`src/rtl/fetch_ctrl.sv`:
```
// Instruction-fetch sequencer: boot hold, decode stalls, branch redirects with IF/ID flush.
// Optional perf counters are enabled by defining FETCH_CTRL_PERF_CNT_EN.
module fetch_ctrl #(
    parameter int unsigned BOOT_CYCLES = 2,
    parameter int unsigned FLUSH_DEPTH = 2,
    parameter int unsigned WORD_BITS   = 2,
    parameter int unsigned CNT_W       = 16
) (
    input  logic             clk,
    input  logic             rst,
    input  logic             id_stall,
    input  logic             halt,
    input  logic             br_taken,
    input  logic [31:0]      br_target,
    output logic             pc_stall,
    output logic             sel_br,
    output logic [31:0]      br_targ,
    output logic             if_flush,
    output logic [CNT_W-1:0] redirect_cnt,
    output logic [CNT_W-1:0] stall_cnt
);

    localparam int unsigned BW = $clog2(BOOT_CYCLES + 1);
    localparam int unsigned FW = $clog2(FLUSH_DEPTH + 1);
    localparam logic [31:0] ALIGN_MASK = ~((32'd1 << WORD_BITS) - 32'd1);

    typedef enum logic [2:0] {BOOT, RUN, REDIRECT, FLUSH, HALT} state_t;

    state_t        state;
    state_t        nxt;
    logic [BW-1:0] boot_cnt;
    logic [FW-1:0] flush_cnt;
    logic          accept;
    logic          hold_q;
    logic          run_q;

    always_comb begin
        nxt    = state;
        accept = 1'b0;
        case (state)
            BOOT: begin
                if (boot_cnt == BW'(BOOT_CYCLES - 1))
                    nxt = RUN;
            end
            RUN: begin
                if (br_taken) begin
                    nxt    = REDIRECT;
                    accept = 1'b1;
                end else if (halt) begin
                    nxt = HALT;
                end
            end
            REDIRECT: begin
                if (br_taken) begin
                    nxt    = REDIRECT;
                    accept = 1'b1;
                end else begin
                    nxt = (FLUSH_DEPTH > 1) ? FLUSH : RUN;
                end
            end
            FLUSH: begin
                if (br_taken) begin
                    nxt    = REDIRECT;
                    accept = 1'b1;
                end else if (flush_cnt == FW'(1)) begin
                    nxt = RUN;
                end
            end
            HALT:    nxt = HALT;
            default: nxt = BOOT;
        endcase
    end

    // Output flags are registered from the next state so they line up with it.
    always_ff @(posedge clk or posedge rst) begin
        if (rst) begin
            state     <= BOOT;
            boot_cnt  <= '0;
            flush_cnt <= '0;
            br_targ   <= '0;
            sel_br    <= 1'b0;
            if_flush  <= 1'b0;
            hold_q    <= 1'b1;
            run_q     <= 1'b0;
        end else begin
            state    <= nxt;
            sel_br   <= (nxt == REDIRECT);
            if_flush <= (nxt == REDIRECT) || (nxt == FLUSH);
            hold_q   <= (nxt == BOOT) || (nxt == HALT);
            run_q    <= (nxt == RUN);
            if (state == BOOT && nxt == BOOT)
                boot_cnt <= boot_cnt + BW'(1);
            if (accept)
                br_targ <= br_target & ALIGN_MASK;
            if (nxt == REDIRECT)
                flush_cnt <= FW'(FLUSH_DEPTH - 1);
            else if (state == FLUSH)
                flush_cnt <= flush_cnt - FW'(1);
        end
    end

    assign pc_stall = run_q ? id_stall : hold_q;

`ifdef FETCH_CTRL_PERF_CNT_EN
    logic [CNT_W-1:0] redir_q;
    logic [CNT_W-1:0] stall_q;

    always_ff @(posedge clk or posedge rst) begin
        if (rst) begin
            redir_q <= '0;
            stall_q <= '0;
        end else begin
            if (accept && redir_q != '1)
                redir_q <= redir_q + CNT_W'(1);
            if (state == RUN && id_stall && stall_q != '1)
                stall_q <= stall_q + CNT_W'(1);
        end
    end

    assign redirect_cnt = redir_q;
    assign stall_cnt    = stall_q;
`else
    assign redirect_cnt = '0;
    assign stall_cnt    = '0;
`endif

endmodule

```
`config.mk`:
```
export PLATFORM = sky130hd
export DESIGN_NAME = fetch_ctrl
export DESIGN_NICKNAME = d
export VERILOG_FILES = /design/src/rtl/fetch_ctrl.sv
export SDC_FILE = /design/constraint.sdc
export NUM_CORES = 1
export LEC_CHECK = 0
export BUFFER_PORTS_ARGS = -buffer_cell sky130_fd_sc_hd__buf_2
export CORE_MARGIN = 1.5
export CORE_UTILIZATION = 41
export CTS_CLUSTER_DIAMETER = 80
export DETAILED_ROUTE_END_ITERATION = 10
export GPL_TIMING_DRIVEN = 0
export PLACE_DENSITY = 0.75
export SLEW_MARGIN = 30
export SYNTH_ARGS = -nofsm -noshare
export SYNTH_HDL_FRONTEND = slang
export SYNTH_SLANG_ARGS = --single-unit
```
`constraint.sdc`:
```
create_clock -name clk -period 1.4 [get_ports clk]
set_input_delay 0.14 -clock clk [delete_from_list [all_inputs] [get_ports clk]]
set_output_delay 0.14 -clock clk [all_outputs]
set_load 0.01 [all_outputs]
```
Yosys cells after proc, flatten, opt, wreduce, memory -nomap -nowiden
Cells that the tools add are included.
- bits in registers: 41
- input port bits: 37
- output and inout bits: 67
- word-level logic and storage cells: 39
- add/subtract/negate cells: 2
- eq/ne operators: 10
- multiplexer cells: 12
- reduce and logical (&&, ||, !) cells: 7
- operator list (kind ; count):
    3-bit 2-to-1 mux ; 5
    3-bit one-hot mux with 5 select lines ; 1
    3-bit by 2-bit == test with 1-bit output (second input constant) ; 4
    3-bit by 1-bit == test with 1-bit output (second input constant) ; 2
    3-bit == test (second input constant) ; 2
    3-bit logical NOT ; 2
    2-bit by 1-bit == test with 1-bit output (second input constant) ; 2
    1-bit 2-to-1 mux ; 4
    2-bit 2-to-1 mux ; 2
    3-bit OR reduction ; 1
    2-bit by 1-bit adder with 2-bit output (second input constant) ; 1
    1-bit logical OR ; 2
    2-bit nonzero test ; 1
    2-bit by 1-bit subtractor with 2-bit output (second input constant) ; 1
    1-bit logical AND ; 1

Longest topological paths before layout
Gate-level depths: netlist of the first run.
- depth after elaboration: 6
- depth in mapped cells: 6

Worst setup path before layout of the first run
OpenSTA, ideal clock, no wires.
- path type: flip-flop to flip-flop
- start point: reg state[1]
- end point: reg br_targ[10]
- setup time: 0.125 ns
- data arrival time: 1.394 ns
- data required time: 1.275 ns
- path slack: -0.119 ns
- stages on the path, launching flop included: 7
- clock period less this slack: 1.519 ns
- cell sequence: dfrtp_1 -> buf_6 -> nor2_2 -> or3b_1 -> buf_6 -> buf_12 -> mux2_4
- longest elaborated chain between the ends: 3
- RTL lines (what ; line ; RTL):
    start: declaration ; 29 ; state_t state;
    start signal: assignment ; 86 ; state <= nxt;
    3-bit by 2-bit == test with 1-bit output or 3-bit by 1-bit == test with 1-bit output (tied branches) ; 40 ; case (state)
    3-bit OR reduction (no line) * ; -- ;
    1-bit 2-to-1 mux * ; -- ;
    end signal: assignment ; 94 ; br_targ <= br_target & ALIGN_MASK;
    end: declaration ; 17 ; output logic [31:0] br_targ,
Every way passes the cells marked *; elsewhere a longest branch is shown, timed or not.
A chain may end at the register's enable or synchronous reset.

Worst setup path after layout of the first run
- start point: reg state[1]
- end point: reg br_targ[27]
The elaborated chain is that of the path after synthesis.

==> PnR_summary.wiki, run 1 <==
{| class="wikitable"
! Metric !! Value
|-
| Yosys reg bits || slightly above 40
|-
| Number of buffers created by CTS || 5
|-
| Io pins || approximately 100
|-
| Final routed DRC violation total || 0
|-
| Setup repair after global routing missed its margin || yes
|-
| Aggregate global routing overflow || 0
|-
| Netlist area before placement || 0.002048 mm2
|-
| Sequential cell fraction of total power || 0.356
|-
| Core footprint || between 0.004 and 0.005 mm2
|-
| Combinational group share of total power || 0.487
|-
| Number of standard cells in the layout, taps in and fillers out || 328
|-
| Diodes inserted || 0
|-
| Clock Skews || about 6.7 ps
|-
| Launch instance of the worst register-to-register path || state[1]
|-
| Tot GR Track Use || 0.1349
|-
| R2r setup slk || -140 ps
|-
| Path class of the lowest-slack min-delay path || in -> reg
|-
| Leading post-synthesis cells by cell area || dfrtp_1 49%, mux2_4 21%, buf_4 12%
|-
| Multi-input combinational cell area || around 800 um2
|-
| Number of warnings issued by yosys || 0
|-
| Power, Total || 5.812 mW
|-
| Antenna violations before repair || 0
|-
| Area of the die || around 0.0054 mm2
|-
| Share of synthesized flip-flops with an asynchronous set or reset || 1.000
|-
| CP Class || reg -> reg
|-
| Final count of pins violating max slew || 0
|-
| Final worst setup slack || -139.6 ps
|-
| Endpoint of the worst register-to-register path || br_targ[27]
|-
| Cell at the root of the clock tree || clkbuf_8
|-
| Most common cell after layout, fill and taps aside || buf_2
|-
| Outcome || complete, but fails checks
|-
| Leading cell types in the layout, fill and taps excluded || 68 x buf_2, 39 x dfrtp_1, 38 x buf_4
|-
| Power Internal || roughly 4.0 mW
|-
| Antenna-violating nets left || 0
|-
| Syn-to-layout area delta || 37.08%
|-
| Slowest stage cell, crit path || dfrtp_1
|-
| CP required || roughly 1600 ps
|-
| Leading area contributor after synthesis || dfrtp_1
|-
| Kind of end point of the critical path || register
|-
| Count of flip-flops with a built-in enable after synthesis || 0
|-
| Worst setup slack before clock tree synthesis || -182.8 ps
|-
| First-pass GRT wire length || 5.547 mm
|-
| HPWL after detailed placement || ~2.8 mm
|-
| Number of I/O port buffers || 67
|-
| Pwr Density || between 2000 and 2500 mW/mm2
|-
| Fraction of power consumed by the clock network || 0.157
|-
| Post-synthesis instance total || roughly 150
|-
| Period utilisation layout || 1.100
|-
| Leading register cell type out of synthesis || dfrtp_1
|-
| Initial standard-cell utilization of the core || 0.4308
|-
| TritonCTS clock tree || yes
|-
| Number of distinct library cells after synthesis || 31
|-
| Worst hold slack || 77.57 ps
|-
| Syn Area/Cell || about 14 um2
|-
| Time the final worst path needs with I/O delays and setup || 1540 ps
|-
| Total number of vias || between 1,000 and 1,500
|-
| Failing checks || negative setup slack
|-
| Starting DRC count in detailed routing || 36
|-
| Hold violation total from the final report || 0
|-
| Critical-path maximum fanout || 5
|-
| Maximum operating frequency || ~650 MHz
|-
| Sum of negative setup slack || -3674 ps
|-
| Clock insertion delay at the later pin of the skew report || roughly 290 ps
|-
| Switch Pwr || around 1.8 mW
|-
| Max-cap violations || 0
|-
| Post-synth top area share || 0.4887
|-
| Worst path bufs/invs || 2
|-
| Slowest Stage Delay on Critical Path || 380 ps
|-
| Vias/cell || between 4 and 5
|-
| Peak VDD IR || around 0.67 mV
|-
| Deepest level of the CTS H-tree || 2
|-
| Largest net degree at the start of global routing || 23
|-
| Gp weighted congestion || 0.6625
|-
| Register area share after synthesis || 0.5015
|-
| Placement row count || 25
|-
| Overall die height || 73.68 um
|-
| CP Launch Type || register
|-
| Die span in x || 73.68 um
|-
| Storage cell area || 0.001028 mm2
|-
| Final-report setup violation count || 29
|-
| Startpoint of the most critical hold path || br_target[16]
|-
| Depth of the worst register-to-register path || 5
|-
| Endpoint of the worst hold path || br_targ[16]
|-
| Initial DRT Pass Iterations || 4
|-
| Clock-pin slew reported for the worst setup and hold paths after clock tree synthesis || 80 ps
|-
| Cell total after placement || about 320
|-
| Final WL || between 3 and 4 mm
|-
| Leakage power total || between 1.5 and 2 nW
|-
| Via count of the first global-routing pass || 1,219
|-
| Cells along the critical path || nor2_2, or3b_1, buf_6, clkbuf_16, mux2_4
|-
| Arr. time, crit path || between 1500 and 2000 ps
|-
| Worst path top cell family by delay || simple AND/OR/NAND/NOR gates
|-
| Switching power as a share of total power || 0.3179
|-
| FILL cells || between 300 and 400
|-
| Net count of the finished layout || 299
|-
| Share of cells above drive strength 1 || 0.6130
|-
| Clock Path Buffers || 2
|-
| Per-cell routed wire length || approximately 12 um
|-
| Sinks on the clock net || slightly above 40
|-
| Depth of the worst hold-timing path || 2
|}
-- final cells by class --
class | instances | share of cell area
sequential | 41 | 0.3663
clock inverter | 2 | 0.01248
tap | 67 | 0.02986
timing repair buffer | 74 | 0.1524
clock buffer | 6 | 0.02585
buffer | 39 | 0.1181
inverter | 4 | 0.005348
multi-input combinational | 95 | 0.2897
-- worst max-delay path by stage --
stage                        start     endpoint  slack [ps]  depth (start not counted)
after global routing      state[0]  br_targ[20]        -190                          5
after detailed placement  state[1]  br_targ[14]        -180                          6
after global placement         rst     state[2]        -190                          2
after floorplan           state[1]  br_targ[10]        -120                          6
final                     state[1]  br_targ[27]        -140                          5
after CTS                 state[1]  br_targ[26]        -160                          6
-- power by group through the flow --
stage	combinational (mW)	clock (mW)	sequential, mW
detailed placement	2.63	0	2.10
finish	2.83	0.913	2.07
global placement	2.60	0	2.05
global route	3.05	1.00	2.15
floorplan	1.65	0	2.30
CTS	2.72	0.951	2.07
-- repair_timing --
| action | 4_1_cts | 5_1_grt |
|---|---|---|
| endpoints found under the setup margin | 33 | 36 |
| hold endpoints to repair | 20 | 0 |
| pin swaps | 0 | 1 |
| resized for setup | 2 | 6 |
| gates cloned | 0 | 1 |
| buffers inserted | 2 | 2 |
| hold buffers | 1 | 0 |
-- sequential cells by signal, summed over array words and instances, names as in the netlist --
signal / flops
run_q: 1
flush_cnt: 2
boot_cnt: 2
sel_br: 1
br_targ: 30
state: 3
if_flush: 1
hold_q: 1
-- cell usage after synthesis, types with 2 or more instances --
| master | count |
|---|---|
| dfrtp_1 | 40 |
| buf_4 | 34 |
| mux2_4 | 29 |
| a21oi_1 | 5 |
| inv_1 | 4 |
| buf_12 | 3 |
| nor2_1 | 3 |
| buf_6 | 2 |
| ha_1 | 2 |
| mux2_2 | 2 |
| nor2b_1 | 2 |
| or2_2 | 2 |
-- stage by stage --
| stage | instance area [um2] | util |
|---|---|---|
| detailed placement | 2619 | 0.5508 |
| global route | 2808 | 0.5905 |
| floorplan | 2172 | - |
| CTS | 2759 | 0.5803 |
| finish | 2808 | 0.5905 |
| global placement | 2591 | 0.5450 |
-- cells by family (layout without fill, tap and decap cells) --
logic type / after synthesis / count (layout) / synth area share
simple gates: 16 / 16 / 0.04521
buf+inv: 44 / 125 / 0.1741
compound gates: 10 / 10 / 0.03238
mux: 32 / 32 / 0.2285
fa+ha+maj: 2 / 2 / 0.01222
flops: 41 / 41 / 0.5015
xor+xnor: 1 / 1 / 0.004277
other cells: 1 / 34 / 0.001831
-- per-layer routing --
layer,track usage,vias up,part of all wire
met1,0.1651,607,0.41
li1,-,648,-
met4,0.05556,0,0.013
met3,0.04527,6,0.093
met2,0.2172,82,0.48
met5,0,-,0
Note: power is estimated with default switching activity, not from simulation.
==> run 2: changes to the inputs <==
--- a/config.mk
+++ b/config.mk
@@ -6,12 +6,15 @@
 export NUM_CORES = 1
 export LEC_CHECK = 0
 export BUFFER_PORTS_ARGS = -buffer_cell sky130_fd_sc_hd__buf_2
+export CELL_PAD_IN_SITES_DETAIL_PLACEMENT = 0
+export CELL_PAD_IN_SITES_GLOBAL_PLACEMENT = 1
+export CORE_ASPECT_RATIO = 2
 export CORE_MARGIN = 1.5
-export CORE_UTILIZATION = 41
+export CORE_UTILIZATION = 31
 export CTS_CLUSTER_DIAMETER = 80
 export DETAILED_ROUTE_END_ITERATION = 10
 export GPL_TIMING_DRIVEN = 0
-export PLACE_DENSITY = 0.75
+export PLACE_DENSITY = 0.74
 export SLEW_MARGIN = 30
 export SYNTH_ARGS = -nofsm -noshare
 export SYNTH_HDL_FRONTEND = slang
==> run 2 against run 1 <==
Against the previous run: the flow still finishes with violations (negative setup slack); setup slack improved by 1.2 ps; design area rose by 2.1%; sequential share of layout area fell by 0.75 points; wire length rose by 9.1%; worst hold slack improved by 7.2 ps; sequential power barely moved; critical path type unchanged; power rose by 5.5%; largest cell class unchanged; core utilization fell by 14 points; highest routed layer unchanged; fmax barely moved; die area rose by 31%.
==> PnR_summary.wiki, run 2 (synthesized netlist as in run 1, its figures left out) <==
{| class="wikitable"
! Metric !! Value
|-
| Total number of vias || approximately 1,400
|-
| Leakage power total || around 1.6 nW
|-
| Initial DRT Pass Iterations || 2
|-
| Gp weighted congestion || approximately 0.77
|-
| Syn-to-layout area delta || 39.95%
|-
| Number of buffers created by CTS || 5
|-
| Register with the most flip-flops || br_targ
|-
| Clock-pin slew reported for the worst setup and hold paths after clock tree synthesis || around 60 ps
|-
| Final-report setup violation count || 30
|-
| Path class of the lowest-slack min-delay path || in -> reg
|-
| Power, Total || 6.130 mW
|-
| First-pass GRT wire length || around 6.4 mm
|-
| Multi-input combinational cell area || between 800 and 900 um2
|-
| Core footprint || between 0.006 and 0.007 mm2
|-
| FILL cells || roughly 630
|-
| Total cell area at the placement stage || approximately 0.0026 mm2
|-
| Clock insertion delay at the later pin of the skew report || about 280 ps
|-
| Die span in x || approximately 60 um
|-
| Storage cell area || a little over 0.001 mm2
|-
| Cell at the root of the clock tree || clkbuf_16
|-
| Final std cell area, no fill || about 0.0029 mm2
|-
| CP Class || reg -> reg
|-
| Outcome || complete, but fails checks
|-
| Per-cell routed wire length || around 12 um
|-
| Starting DRC count in detailed routing || 27
|-
| Number of I/O port buffers || 67
|-
| Time the final worst path needs with I/O delays and setup || approximately 1500 ps
|-
| Most common cell after layout, fill and taps aside || buf_2
|-
| Clock Skews || 2.703 ps
|-
| Utilization after layout || 0.4506
|-
| Critical-path maximum fanout || 5
|-
| Final count of pins violating max slew || 0
|-
| Worst setup slack before clock tree synthesis || -180.2 ps
|-
| Peak VDD IR || about 0.53 mV
|-
| Antenna violations before repair || 0
|-
| Via count of the first global-routing pass || between 1,000 and 1,500
|-
| HPWL after detailed placement || just over 3 mm
|-
| Hold violation total from the final report || 0
|-
| Final WL || 4.169 mm
|-
| Final routed DRC violation total || 0
|-
| Share of cells above drive strength 1 || 0.6115
|-
| Registers with the most flip-flops || br_targ (30), state (3)
|-
| TritonCTS clock tree || yes
|-
| Sinks on the clock net || 41
|-
| Period utilisation layout || 1.099
|-
| Sum of negative setup slack || -3683 ps
|-
| Antenna-violating nets left || 0
|-
| Maximum operating frequency || approximately 650 MHz
|-
| Number of standard cells in the layout, taps in and fillers out || ~350
|-
| Placement row count || slightly above 40
|-
| Diodes inserted || 0
|-
| CP Launch Type || register
|-
| Largest register FFs || 30
|-
| CP required || 1570 ps
|-
| Setup repair after global routing missed its margin || yes
|-
| Area of the die || between 0.007 and 0.008 mm2
|-
| Io pins || 104
|-
| Deepest level of the CTS H-tree || 2
|-
| Cell total after placement || 334
|-
| Kind of end point of the critical path || register
|-
| Arr. time, crit path || roughly 1700 ps
|-
| Aggregate global routing overflow || 0
|-
| Net count of the finished layout || 299
|-
| Clock Path Buffers || 2
|-
| Initial standard-cell utilization of the core || 0.3220
|-
| Failing checks || negative setup slack
|-
| Tot GR Track Use || 0.1219
|-
| Largest net degree at the start of global routing || 25
|-
| Leading cell types in the layout, fill and taps excluded || 67 x buf_2, 39 x dfrtp_1, 38 x buf_4
|-
| Max-cap violations || 0
|-
| Vias/cell || about 4
|-
| Worst hold slack || between 80 and 90 ps
|-
| Final worst setup slack || -138.4 ps
|-
| Overall die height || 118.0 um
|-
| Pwr Density || 2139 mW/mm2
|}
[run 2: worst max-delay path, stage by stage, from the launching register on]
cell       delay [ps]
dfrtp_2           440
or3b_1            370
buf_6             160
clkbuf_16         160
mux2_4            290
[run 2: metal layers]
metal | wire length [um] | global-route usage | vias to the layer above | share of wire
met5 | 0 | 0 | - | 0
met4 | 172 | 0.08696 | 0 | 0.041
met3 | 258 | 0.03077 | 12 | 0.062
met2 | 2344 | 0.2106 | 65 | 0.56
met1 | 1395 | 0.1168 | 627 | 0.33
li1 | - | - | 648 | -
[run 2: what timing repair did]
| item | 4_1_cts | 5_1_grt |
|---|---|---|
| gates resized for setup | 2 | 5 |
| buffers inserted | 3 | 1 |
| hold buffers | 1 | 0 |
| pin swaps | 0 | 2 |
| endpoints found under the hold margin | 17 | 0 |
| setup endpoints to repair | 33 | 37 |
| gates cloned | 0 | 1 |
[run 2: power by group]
| part | leakage [nW] | switching, mW | internal (mW) |
|---|---|---|---|
| logic | 1.03 | 1.14 | 1.64 |
| clock network | 0.0797 | 0.448 | 0.827 |
| registers | 0.483 | 0.293 | 1.78 |
| total | 1.59 | 1.88 | 4.25 |
[run 2: worst paths after layout]
path	startpoint	to	slack, ps	cells past startpoint
worst max-delay path	state[2]	br_targ[10]	-140	4
worst min-delay path	br_target[19]	br_targ[19]	80	2
worst max register to register	state[2]	br_targ[10]	-140	4
worst min register to register	boot_cnt[0]	boot_cnt[0]	480	1
max in group asynchronous	rst	hold_q	470	4
min in group asynchronous	rst	br_targ[18]	390	3
[run 2: area by class of cell]
| class | count | share of cell area |
|---|---|---|
| flip-flops and latches | 41 | 0.3588 |
| multi-input cells | 95 | 0.2794 |
| repair buffers | 74 | 0.1467 |
| plain buffers | 39 | 0.1165 |
| clock buffers | 5 | 0.04365 |
| well taps | 86 | 0.03754 |
| clock inverters | 2 | 0.01222 |
| inverters | 4 | 0.005238 |
==> run 3: changes to the inputs <==
==> config.mk (replaced) <==
export PLATFORM = sky130hd
export DESIGN_NAME = fetch_ctrl
export DESIGN_NICKNAME = d
export VERILOG_FILES = /design/src/rtl/fetch_ctrl.sv
export SDC_FILE = /design/constraint.sdc
export NUM_CORES = 1
export LEC_CHECK = 0
export CELL_PAD_IN_SITES_DETAIL_PLACEMENT = 0
export CELL_PAD_IN_SITES_GLOBAL_PLACEMENT = 1
export CORE_ASPECT_RATIO = 2
export CORE_MARGIN = 1.5
export CORE_UTILIZATION = 43
export CTS_CLUSTER_DIAMETER = 80
export DETAILED_ROUTE_END_ITERATION = 10
export DONT_BUFFER_PORTS = 1
export GPL_TIMING_DRIVEN = 0
export PLACE_DENSITY = 0.73
export SLEW_MARGIN = 30
export SYNTH_ARGS = -nofsm -noshare
export SYNTH_HDL_FRONTEND = slang
export SYNTH_SLANG_ARGS = --single-unit
==> run 3 against run 2 <==
Against the previous run: the run still ends with negative setup slack left; die area is 27% lower; flip-flop and latch count stayed put; count of clock-buffer cells in the layout stayed put; register-to-register slack hardly changed; sequential power is 17% higher; core utilization is 15 points higher; critical endpoint unchanged; wire length is 3.8% lower; clock skew is 2.4 ps higher; highest routed layer unchanged.
==> PnR_summary.wiki, run 3 (synthesized netlist as in run 1, its figures left out) <==
{| class="wikitable"
! Metric !! Value
|-
| Vias/cell || around 4.5
|-
| Diodes inserted || 0
|-
| Hold violation total from the final report || 0
|-
| Net count of the finished layout || between 200 and 300
|-
| Final worst setup slack || -128.8 ps
|-
| Share of cells above drive strength 1 || 0.4081
|-
| CP Launch Type || register
|-
| Initial standard-cell utilization of the core || 0.4454
|-
| Beginning of the critical path || state[0]
|-
| Initial DRT Pass Iterations || 2
|-
| Registers with the most flip-flops || br_targ (30), state (3)
|-
| Cell total after placement || 236
|-
| Aggregate global routing overflow || 0
|-
| Tot GR Track Use || 0.1595
|-
| Critical-path maximum fanout || 5
|-
| Antenna-violating nets left || 0
|-
| Placement row count || 35
|-
| Final std cell area, no fill || between 0.002 and 0.003 mm2
|-
| Largest register FFs || 30
|-
| Clock insertion delay at the later pin of the skew report || roughly 290 ps
|-
| Core footprint || roughly 0.0046 mm2
|-
| Number of I/O port buffers || 0
|-
| Register with the most flip-flops || br_targ
|-
| Final WL || about 4.0 mm
|-
| Per-cell routed wire length || ~14 um
|-
| Final-report setup violation count || 31
|-
| Clock Path Buffers || 2
|-
| Final routed DRC violation total || 0
|-
| Number of buffers created by CTS || 5
|-
| Antenna violations before repair || 0
|-
| Syn-to-layout area delta || 34.70%
|-
| Cell at the root of the clock tree || clkbuf_8
|-
| Deepest level of the CTS H-tree || 2
|-
| Largest net degree at the start of global routing || 29
|-
| CP required || roughly 1600 ps
|-
| Total cell area at the placement stage || around 0.0023 mm2
|-
| R2r setup slk || -130 ps
|-
| Peak VDD IR || ~1.6 mV
|-
| Pwr Density || slightly above 2000 mW/mm2
|-
| FILL cells || about 390
|-
| Via count of the first global-routing pass || approximately 1,300
|-
| Leading cell types in the layout, fill and taps excluded || 39 x dfrtp_1, 37 x buf_4, 34 x conb_1
|-
| Number of standard cells in the layout, taps in and fillers out || between 200 and 300
|-
| Period utilisation layout || 1.092
|-
| Max-cap violations || 0
|-
| HPWL after detailed placement || approximately 2.8 mm
|-
| Endpoint of the worst register-to-register path || br_targ[10]
|-
| Die span in x || around 52 um
|-
| End point of the critical path || br_targ[10]
|-
| Path class of the lowest-slack min-delay path || in -> reg
|-
| CP Class || reg -> reg
|-
| Worst hold slack || around 21 ps
|-
| Maximum operating frequency || roughly 650 MHz
|-
| Kind of end point of the critical path || register
|-
| Clock Skews || slightly above 5 ps
|-
| Depth of the worst register-to-register path || 5
|-
| Sum of negative setup slack || -3312 ps
|-
| Launch instance of the worst register-to-register path || state[0]
|-
| Worst setup slack before clock tree synthesis || -199.5 ps
|-
| Starting DRC count in detailed routing || 5
|-
| Leakage power total || ~1.4 nW
|-
| Area of the die || 0.005211 mm2
|-
| Total number of vias || around 1,200
|-
| First-pass GRT wire length || about 6 mm
|-
| TritonCTS clock tree || yes
|-
| Failing checks || negative setup slack
|-
| Arr. time, crit path || 1700 ps
|-
| Most common cell after layout, fill and taps aside || dfrtp_1
|-
| Sinks on the clock net || between 40 and 50
|-
| Overall die height || roughly 100 um
|-
| Gp weighted congestion || ~0.64
|-
| Outcome || complete, but fails checks
|-
| Clock-pin slew reported for the worst setup and hold paths after clock tree synthesis || ~80 ps
|-
| Io pins || ~100
|-
| Time the final worst path needs with I/O delays and setup || between 1500 and 2000 ps
|-
| Setup repair after global routing missed its margin || yes
|-
| Final count of pins violating max slew || 0
|}
-- run 3: cell types whose count changed in the layout (fill, tap and decap cells not counted), sizes merged --
cell	before	now
buf	110	43
clkbuf	7	6
clkinv	1	0
bufinv	1	2
dlygate4sd3	1	31
inv	4	5
-- run 3: per-layer routing --
metal,part of all wire,wire (um),vias up,global-route usage
met2,0.59,2355,53,0.2939
met4,0.023,94,0,0.07692
met1,0.33,1327,610,0.1551
met5,0,0,-,0
met3,0.058,232,9,0.04599
li1,-,-,571,-
-- run 3: how the worst min path moves through the flow --
stage | cells past startpoint | to | from | slack, ps
6_report | 2 | if_flush | br_taken | 20
5_1_grt | 2 | if_flush | br_taken | 20
4_1_cts | 2 | if_flush | br_taken | 9
3_5_place_dp | 1 | br_targ[9] | rst | -2
3_3_place_gp | 1 | br_targ[22] | br_target[22] | 290
2_1_floorplan | 1 | br_targ[10] | br_target[10] | 290
-- run 3: metrics by stage --
step	power, mW	util
6_report	5.597	0.6000
5_1_grt	5.937	0.6000
4_1_cts	5.563	0.5910
3_5_place_dp	4.301	0.4917
3_3_place_gp	4.198	0.4873
2_1_floorplan	3.959	-
-- run 3: area by class of cell --
class | count | area, um2 | area share
inverters | 4 | 15.01 | 0.005442
multi-input cells | 95 | 800.8 | 0.2902
clock buffers | 5 | 68.82 | 0.02494
well taps | 55 | 68.82 | 0.02494
clock inverters | 3 | 68.82 | 0.02494
flip-flops and latches | 41 | 1028 | 0.3728
plain buffers | 39 | 330.3 | 0.1197
repair buffers | 36 | 377.9 | 0.1370
-- run 3: worst max-delay path: stages (launching register included) --
cell	delay, ps
dfrtp_1	360
nor2_2	60
or3b_1	380
buf_6	160
clkbuf_16	160
mux2_4	290
-- run 3: timing repair --
item                                   4_1_cts  5_1_grt
gates cloned                                 0        1
setup endpoints to repair                   33       36
resized for setup                            1        3
endpoints found under the hold margin       70        0
hold buffers                                31        0
pin swaps                                    0        1
setup buffers                                1        2
-- run 3: power breakdown --
part           switching (mW)  internal [mW]
sequential              0.642           1.78
clock                   0.415          0.718
combinational           0.726           1.32
total                    1.78           3.82
